[src/rtl/sha_t_unit.sv]
// sha_t_unit: two-stage SHA compression term out0 = S(x) + F(x,y,z) [+ in3] with run/done and valid/ready flow.
module sha_t_unit #(
  parameter int DATA_W = 32,
  parameter int ROT_W  = 6,
  parameter int LEN_W  = 16
) (
  input  logic              clk,
  input  logic              rst,
  input  logic              run,
  output logic              running,
  output logic              done,
  input  logic [LEN_W-1:0]  len,
  input  logic [2:0]        mode,
  input  logic [ROT_W-1:0]  constant_00,
  input  logic [ROT_W-1:0]  constant_01,
  input  logic [ROT_W-1:0]  constant_02,
  input  logic              in_valid,
  output logic              in_ready,
  input  logic [DATA_W-1:0] in0,
  input  logic [DATA_W-1:0] in1,
  input  logic [DATA_W-1:0] in2,
  input  logic [DATA_W-1:0] in3,
  output logic              out_valid,
  input  logic              out_ready,
  output logic [DATA_W-1:0] out0
);
  typedef enum logic {IDLE, RUN} state_t;
  state_t state_q, state_d;
  logic [LEN_W-1:0] len_q, len_d, in_cnt_q, in_cnt_d, out_cnt_q, out_cnt_d;
  logic [2:0] mode_q, mode_d;
  logic [ROT_W-1:0] c0_q, c0_d, c1_q, c1_d, c2_q, c2_d;
  logic s1v_q, s1v_d, ov_q, ov_d, done_q, done_d;
  logic [DATA_W-1:0] s_q, s_d, f_q, f_d, a_q, a_d, out0_q, out0_d;
  logic adv2, in_fire, out_fire;
  function automatic logic [DATA_W-1:0] rotr(input logic [DATA_W-1:0] x, input logic [ROT_W-1:0] c);
    int unsigned r;
    r = 32'(c) % DATA_W;
    return (x >> r) | (x << (DATA_W - r));
  endfunction
  function automatic logic [DATA_W-1:0] shr(input logic [DATA_W-1:0] x, input logic [ROT_W-1:0] c);
    int unsigned r;
    r = 32'(c) % DATA_W;
    return x >> r;
  endfunction
  assign running   = state_q == RUN;
  assign done      = done_q;
  assign out_valid = ov_q;
  assign out0      = out0_q;
  assign adv2      = !ov_q || out_ready;
  assign in_ready  = running && in_cnt_q < len_q && (!s1v_q || adv2);
  assign in_fire   = in_valid && in_ready;
  assign out_fire  = ov_q && out_ready;
  always_comb begin
    state_d   = state_q;
    len_d     = len_q;
    mode_d    = mode_q;
    c0_d      = c0_q;
    c1_d      = c1_q;
    c2_d      = c2_q;
    in_cnt_d  = in_fire ? in_cnt_q + 1'b1 : in_cnt_q;
    out_cnt_d = out_fire ? out_cnt_q + 1'b1 : out_cnt_q;
    done_d    = 1'b0;
    if (state_q == IDLE && run) begin
      len_d     = len;
      mode_d    = mode;
      c0_d      = constant_00;
      c1_d      = constant_01;
      c2_d      = constant_02;
      in_cnt_d  = '0;
      out_cnt_d = '0;
      state_d   = len == '0 ? IDLE : RUN;
      done_d    = len == '0;
    end
    if (out_fire && out_cnt_q + 1'b1 == len_q) begin
      state_d = IDLE;
      done_d  = 1'b1;
    end
    s1v_d  = in_fire || (s1v_q && !adv2);
    s_d    = in_fire ? rotr(in0, c0_q) ^ rotr(in0, c1_q) ^ (mode_q[2] ? shr(in0, c2_q) : rotr(in0, c2_q)) : s_q;
    f_d    = !in_fire ? f_q : mode_q[0] ? (in0 & in1) ^ (~in0 & in2) : (in0 & in1) ^ (in0 & in2) ^ (in1 & in2);
    a_d    = !in_fire ? a_q : mode_q[1] ? in3 : '0;
    ov_d   = adv2 ? s1v_q : ov_q;
    out0_d = adv2 && s1v_q ? s_q + f_q + a_q : out0_q;
  end
  always_ff @(posedge clk or posedge rst) begin
    if (rst) begin
      state_q   <= IDLE;
      len_q     <= '0;
      mode_q    <= '0;
      c0_q      <= '0;
      c1_q      <= '0;
      c2_q      <= '0;
      in_cnt_q  <= '0;
      out_cnt_q <= '0;
      done_q    <= 1'b0;
      s1v_q     <= 1'b0;
      s_q       <= '0;
      f_q       <= '0;
      a_q       <= '0;
      ov_q      <= 1'b0;
      out0_q    <= '0;
    end else begin
      state_q   <= state_d;
      len_q     <= len_d;
      mode_q    <= mode_d;
      c0_q      <= c0_d;
      c1_q      <= c1_d;
      c2_q      <= c2_d;
      in_cnt_q  <= in_cnt_d;
      out_cnt_q <= out_cnt_d;
      done_q    <= done_d;
      s1v_q     <= s1v_d;
      s_q       <= s_d;
      f_q       <= f_d;
      a_q       <= a_d;
      ov_q      <= ov_d;
      out0_q    <= out0_d;
    end
  end
endmodule

[config.mk]
export PLATFORM = sky130hd
export DESIGN_NAME = sha_t_unit
export DESIGN_NICKNAME = d
export VERILOG_FILES = /design/src/rtl/sha_t_unit.sv
export SDC_FILE = /design/constraint.sdc
export NUM_CORES = 1
export LEC_CHECK = 0
export BUFFER_PORTS_ARGS = -buffer_cell sky130_fd_sc_hd__buf_2
export CAP_MARGIN = 25
export CORE_AREA = 2 2 216 218
export CTS_CLUSTER_SIZE = 16
export DETAILED_ROUTE_END_ITERATION = 8
export DIE_AREA = 0 0 218 220
export GPL_TIMING_DRIVEN = 0
export PLACE_DENSITY = 0.72
export SYNTH_ARGS = -nofsm -noshare
export SYNTH_HDL_FRONTEND = slang
export SYNTH_SLANG_ARGS = --single-unit
export TNS_END_PERCENT = 30
[constraint.sdc]
create_clock -name clk -period 7.33 [get_ports clk]
set_input_delay 1.0995 -clock clk [delete_from_list [all_inputs] [get_ports clk]]
set_output_delay 1.0995 -clock clk [all_outputs]
set_load 0.02 [all_outputs]
Word level (Yosys, flattened, before mapping)
Cells that the tools add are included.

Register bits after elaboration: 198. Bits of input ports: 170.

Multiplexer cells: 12. Order comparisons: 1. Bitwise operators: 14. Shift-type cells: 6. $add $sub $neg: 7. Reduce and logical (&&, ||, !) cells: 18. Eq/ne operators: 1.

Operators with widths (count): 32-bit bitwise XOR (5); 32-bit bitwise AND (4); 32-bit two-way mux (3); 32-bit bitwise OR (3); 32-bit by 32-bit << shifter with 32-bit output (3); 32-bit by 5-bit right shift with 32-bit output (3); 32-bit adder (2); 16-bit two-way mux (4); 16-bit by 1-bit adder with 16-bit output (second input constant) (2); 32-bit NOT (1); 6-bit by 5-bit subtractor with 7-bit output (first input constant) (3); 16-bit equality test (1); 16-bit zero test (1); 16-bit less-than comparator (1); 1-bit logical AND (8); 2-bit nonzero test (3); 1-bit two-way mux (5); 1-bit zero test (3); 1-bit logical OR (3); 1-bit NOT (1).

Depth between registers and ports, before layout
Depth after elaboration: 7. Depth in mapped cells: 16. Mapped depth without buffers: 14.

Least setup slack after synthesis
No wires, ideal clock.

Kind: register to register. Start point: register c1_q[1]. End point: register s_q[28]. Required time: 7.200 ns. Stages on the path, launching flop included: 14. Arrival time: 3.452 ns. Buffers on the path: 5. Slack: 3.748 ns. Period minus slack after synthesis: 3.582 ns. Cells stage by stage: dfrtp_1 -> buf_2 -> buf_1 -> buf_2 -> inv_1 -> ha_1 -> buf_2 -> clkbuf_1 -> mux4_2 -> mux4_2 -> a222oi_1 -> xnor2_1 -> xnor2_1 -> o21ai_1.

Longest elaborated chain between the ends: 5. Elaborated cells between the ends (all ways): 6. Classes of those cells: add/sub: 1; shift: 2; bitwise: 3.

Ends and longest elaborated chain: start, declared (RTL line 31) `logic [ROT_W-1:0] c0_q, c0_d, c1_q, c1_d, c2_q, c2_d;`; start signal, assigned (RTL line 91) `c1_q <= '0;`; start signal, assigned (RTL line 107) `c1_q <= c1_d;`; 6-bit by 5-bit subtractor with 7-bit output (RTL line 38) `return (x >> r) | (x << (DATA_W - r));`; 32-bit by 32-bit << shifter with 32-bit output (RTL line 38); 32-bit bitwise OR (*) (RTL line 38); 32-bit bitwise XOR (*) (2 in series) (RTL line 79) `s_d = in_fire ? rotr(in0, c0_q) ^ rotr(in0, c1_q) ^ (mode_q[2] ? shr(in0, c2_q) : rotr(in0, c2_q)) : s_q;`; end signal, assigned (RTL line 97) `s_q <= '0;`; end signal, assigned (RTL line 113) `s_q <= s_d;`; end, declared (RTL line 33) `logic [DATA_W-1:0] s_q, s_d, f_q, f_d, a_q, a_d, out0_q, out0_d;`.

Every way passes the cells marked *; elsewhere a longest branch is shown, timed or not. A chain may end at the register's enable or synchronous reset.

Worst setup path in the final report
Same ends and word-level chain as after synthesis.

==> out/qor.txt <==
status - complete, no violations
CTS Hold Bufs - 0
die height - 220 um
core area - 45900 um2
Synth cell types - 86
post-synthesis sequential area ratio - 0.220
register bit total from synthesis - 198
Final Cell Area - 24900 um2
most frequent cells in the layout - 400 x nand2_1, 235 x buf_2, 198 x dfrtp_1, 183 x o21ai_0, 182 x mux4_2
most area-hungry cell type in the Yosys netlist - dfrtp_1
Setup crit end kind - flip-flop
total CTS buffers - 17
placed wire-length estimate - 81600 um
min Tclk post-route - 5.48 ns
Power Dens Cells - 326 nW/um2
Fmax - 182 MHz
dpl cells - 3317
Antenna Nets Post-Route - 0
top cell type's share of synthesized area - 0.220
cell area after synthesis - 22500 um2
unrepaired setup endpoints after global routing - no
routed vias - 23600
port bufs - 202
fraction of registers with async set/reset - 1.00
Least-Margin Pin Slew - 1.36 ns
Post-Place Cell Area - 24300 um2
Avg WL per Cell - 31.5 um
Starting Density - 0.491
Post-synth EDFFs - 0
# DRC - 0
remaining global-route overflow - 0
CTS resizes - 0
Synthesis Warnings - 0
Critical Path End - s_q[28]$_DFFE_PP0P_
Worst setup startpoint - c1_q[1]$_DFFE_PP0P_
worst hold slack - 0.476 ns
WS Path Type - reg2reg
worst relative slew slack - 0.0945
Root Driver - clkbuf_16
H-tree levels - 4
Die W - 218 um
CP Max Fanout - 10
via density per instance - 7.04
setup TNS - 0 ns
first-pass GRT wire length - 152000 um
critical register-to-register path endpoint - s_q[28]$_DFFE_PP0P_
Lkg Pwr - 0.0105 uW
CTS tree - yes
Syn-to-layout area delta - 10.8%
largest net degree at the start of global routing - 101
worst min path class - reg2reg
initial antenna violation count - 5
share of cells above drive strength 1 - 0.196
# setup viols final - 0
Clock Sinks - 198
Placer Congestion - 1.11
drt first pass iters - 9
Setup Buffers After CTS - 0
worst reg2reg path startpoint - c1_q[1]$_DFFE_PP0P_
commonest non-fill, non-tap cell in the layout - nand2_1
Mapped Avg Cell Area - 8.99 um2
Clock Path Buffers - 2
syn_nets - 2757
Max-Cap Viols - 0
Final nets - 2983
ys flop type - dfrtp_1
Hold Vio Cnt, Final - 0
clock slew at reported path FFs - 0.08 ns
Mapped Cells - 2505
Final period util - 0.748
Layout Skew - 0.0146 ns
WL final - 106000 um
total die area - 48000 um2
VDD IR-drop max - 0.261 mV
hold path depth - 2
later-pin clock latency in the skew report - 0.49 ns
Crit path arrival time - 5.84 ns
IO Pins - 206
Core Rows - 79
Crit path required time - 7.69 ns
max-slew violation count - 0
vias in the first global route - 22500
DR iter-0 viols - 3147
CP startpoint kind - flip-flop
Synth area leaders - dfrtp_1 22%, mux4_2 18%, nand2_1 6.7%
Pwr Total - 8140 uW
fin cells - 3355
total track usage - 0.437
R2R setup slack - 1.85 ns
R2R cell count - 13
## cell usage after synthesis, types with 26 or more instances
| library cell | count |
|---|---|
| buf_2 | 32 |
| nand3_1 | 86 |
| nor3_1 | 26 |
| xor2_1 | 54 |
| mux2i_1 | 148 |
| mux2_2 | 34 |
| dfrtp_1 | 198 |
| inv_1 | 49 |
| nand2_1 | 400 |
| o21ai_0 | 183 |
| xnor2_1 | 80 |
| o22ai_1 | 34 |
| ha_1 | 50 |
| o21a_1 | 28 |
| a31oi_1 | 31 |
| a21oi_1 | 123 |
| mux4_2 | 182 |
| a21o_1 | 28 |
| nor2_1 | 109 |
| fa_1 | 32 |
| clkbuf_1 | 172 |
## final cells by class
type,count,area (um2)
Antenna cell,5,12.5
Buffer,244,1080
Clock buffer,18,429
Clock inverter,13,141
Fill cell,4189,20900
Inverter,54,210
Multi-Input combinational cell,2009,16300
Sequential cell,198,4950
Tap cell,607,759
Timing Repair Buffer,207,1070
## worst min-delay path by stage
stage                                       to            startpoint  slack, ns
after floorplan             s_q[0]$_DFFE_PP0P_    s_q[0]$_DFFE_PP0P_       0.45
after global placement    out0[12]$_DFFE_PP0P_  out0[12]$_DFFE_PP0P_       0.45
after detailed placement  out0[12]$_DFFE_PP0P_  out0[12]$_DFFE_PP0P_       0.46
after CTS                 out0[12]$_DFFE_PP0P_  out0[12]$_DFFE_PP0P_       0.48
after global routing      out0[27]$_DFFE_PP0P_  out0[27]$_DFFE_PP0P_       0.51
final                     out0[12]$_DFFE_PP0P_  out0[12]$_DFFE_PP0P_       0.48
## registers in the layout, indices dropped and copies added, names as in the netlist, 16 cells and up
register and cells:
f_q 32, out0 32, out_cnt_q 16, in_cnt_q 16, a_q 32, len_q 16
s_q 32
## metal layers
metal  share of wire  GRT usage
met3            0.12      0.135
met4           0.088      0.306
met2            0.43      0.664
met5         0.00027          0
met1            0.36      0.530
## power breakdown
group / leakage (uW) / total [uW] / switching [uW] / internal, uW
combinational: 0.00776 / 5540 / 3470 / 2070
sequential: 0.00249 / 1640 / 266 / 1380
clock: 0.000274 / 953 / 476 / 477
## per-stage QoR
stage,util,worst slack (ns)
6_report,0.544,1.85
2_1_floorplan,-,0.833
3_3_place_gp,0.530,-1.28
5_1_grt,0.544,1.95
3_5_place_dp,0.531,2.21
4_1_cts,0.543,2.18
## worst max-delay path: stages, from the launching register on
cell      delay [ns]
dfrtp_1         0.34
buf_2           0.24
buf_1           0.54
buf_2           0.40
inv_1           0.11
ha_1            0.34
buf_2           0.21
clkbuf_1        0.44
mux4_2          0.47
mux4_2          0.52
a222oi_1        0.91
xnor2_1         0.41
xnor2_1         0.33
o21ai_1         0.09
## cell families (layout without fill, tap and decap cells)
logic type | after synthesis | in the layout | synth area share
multiplexers | 369 | 369 | 0.270
buffers and inverters | 298 | 536 | 0.0570
other | 0 | 5 | 0
adder cells (fa/ha/maj) | 82 | 82 | 0.0562
flip-flops | 198 | 198 | 0.220
XOR/XNOR | 138 | 138 | 0.0553
AND/OR/NAND/NOR | 769 | 769 | 0.155
AO/OA/AOI/OAI | 651 | 651 | 0.186
No activity file was read; power rests on OpenSTA's default activity.
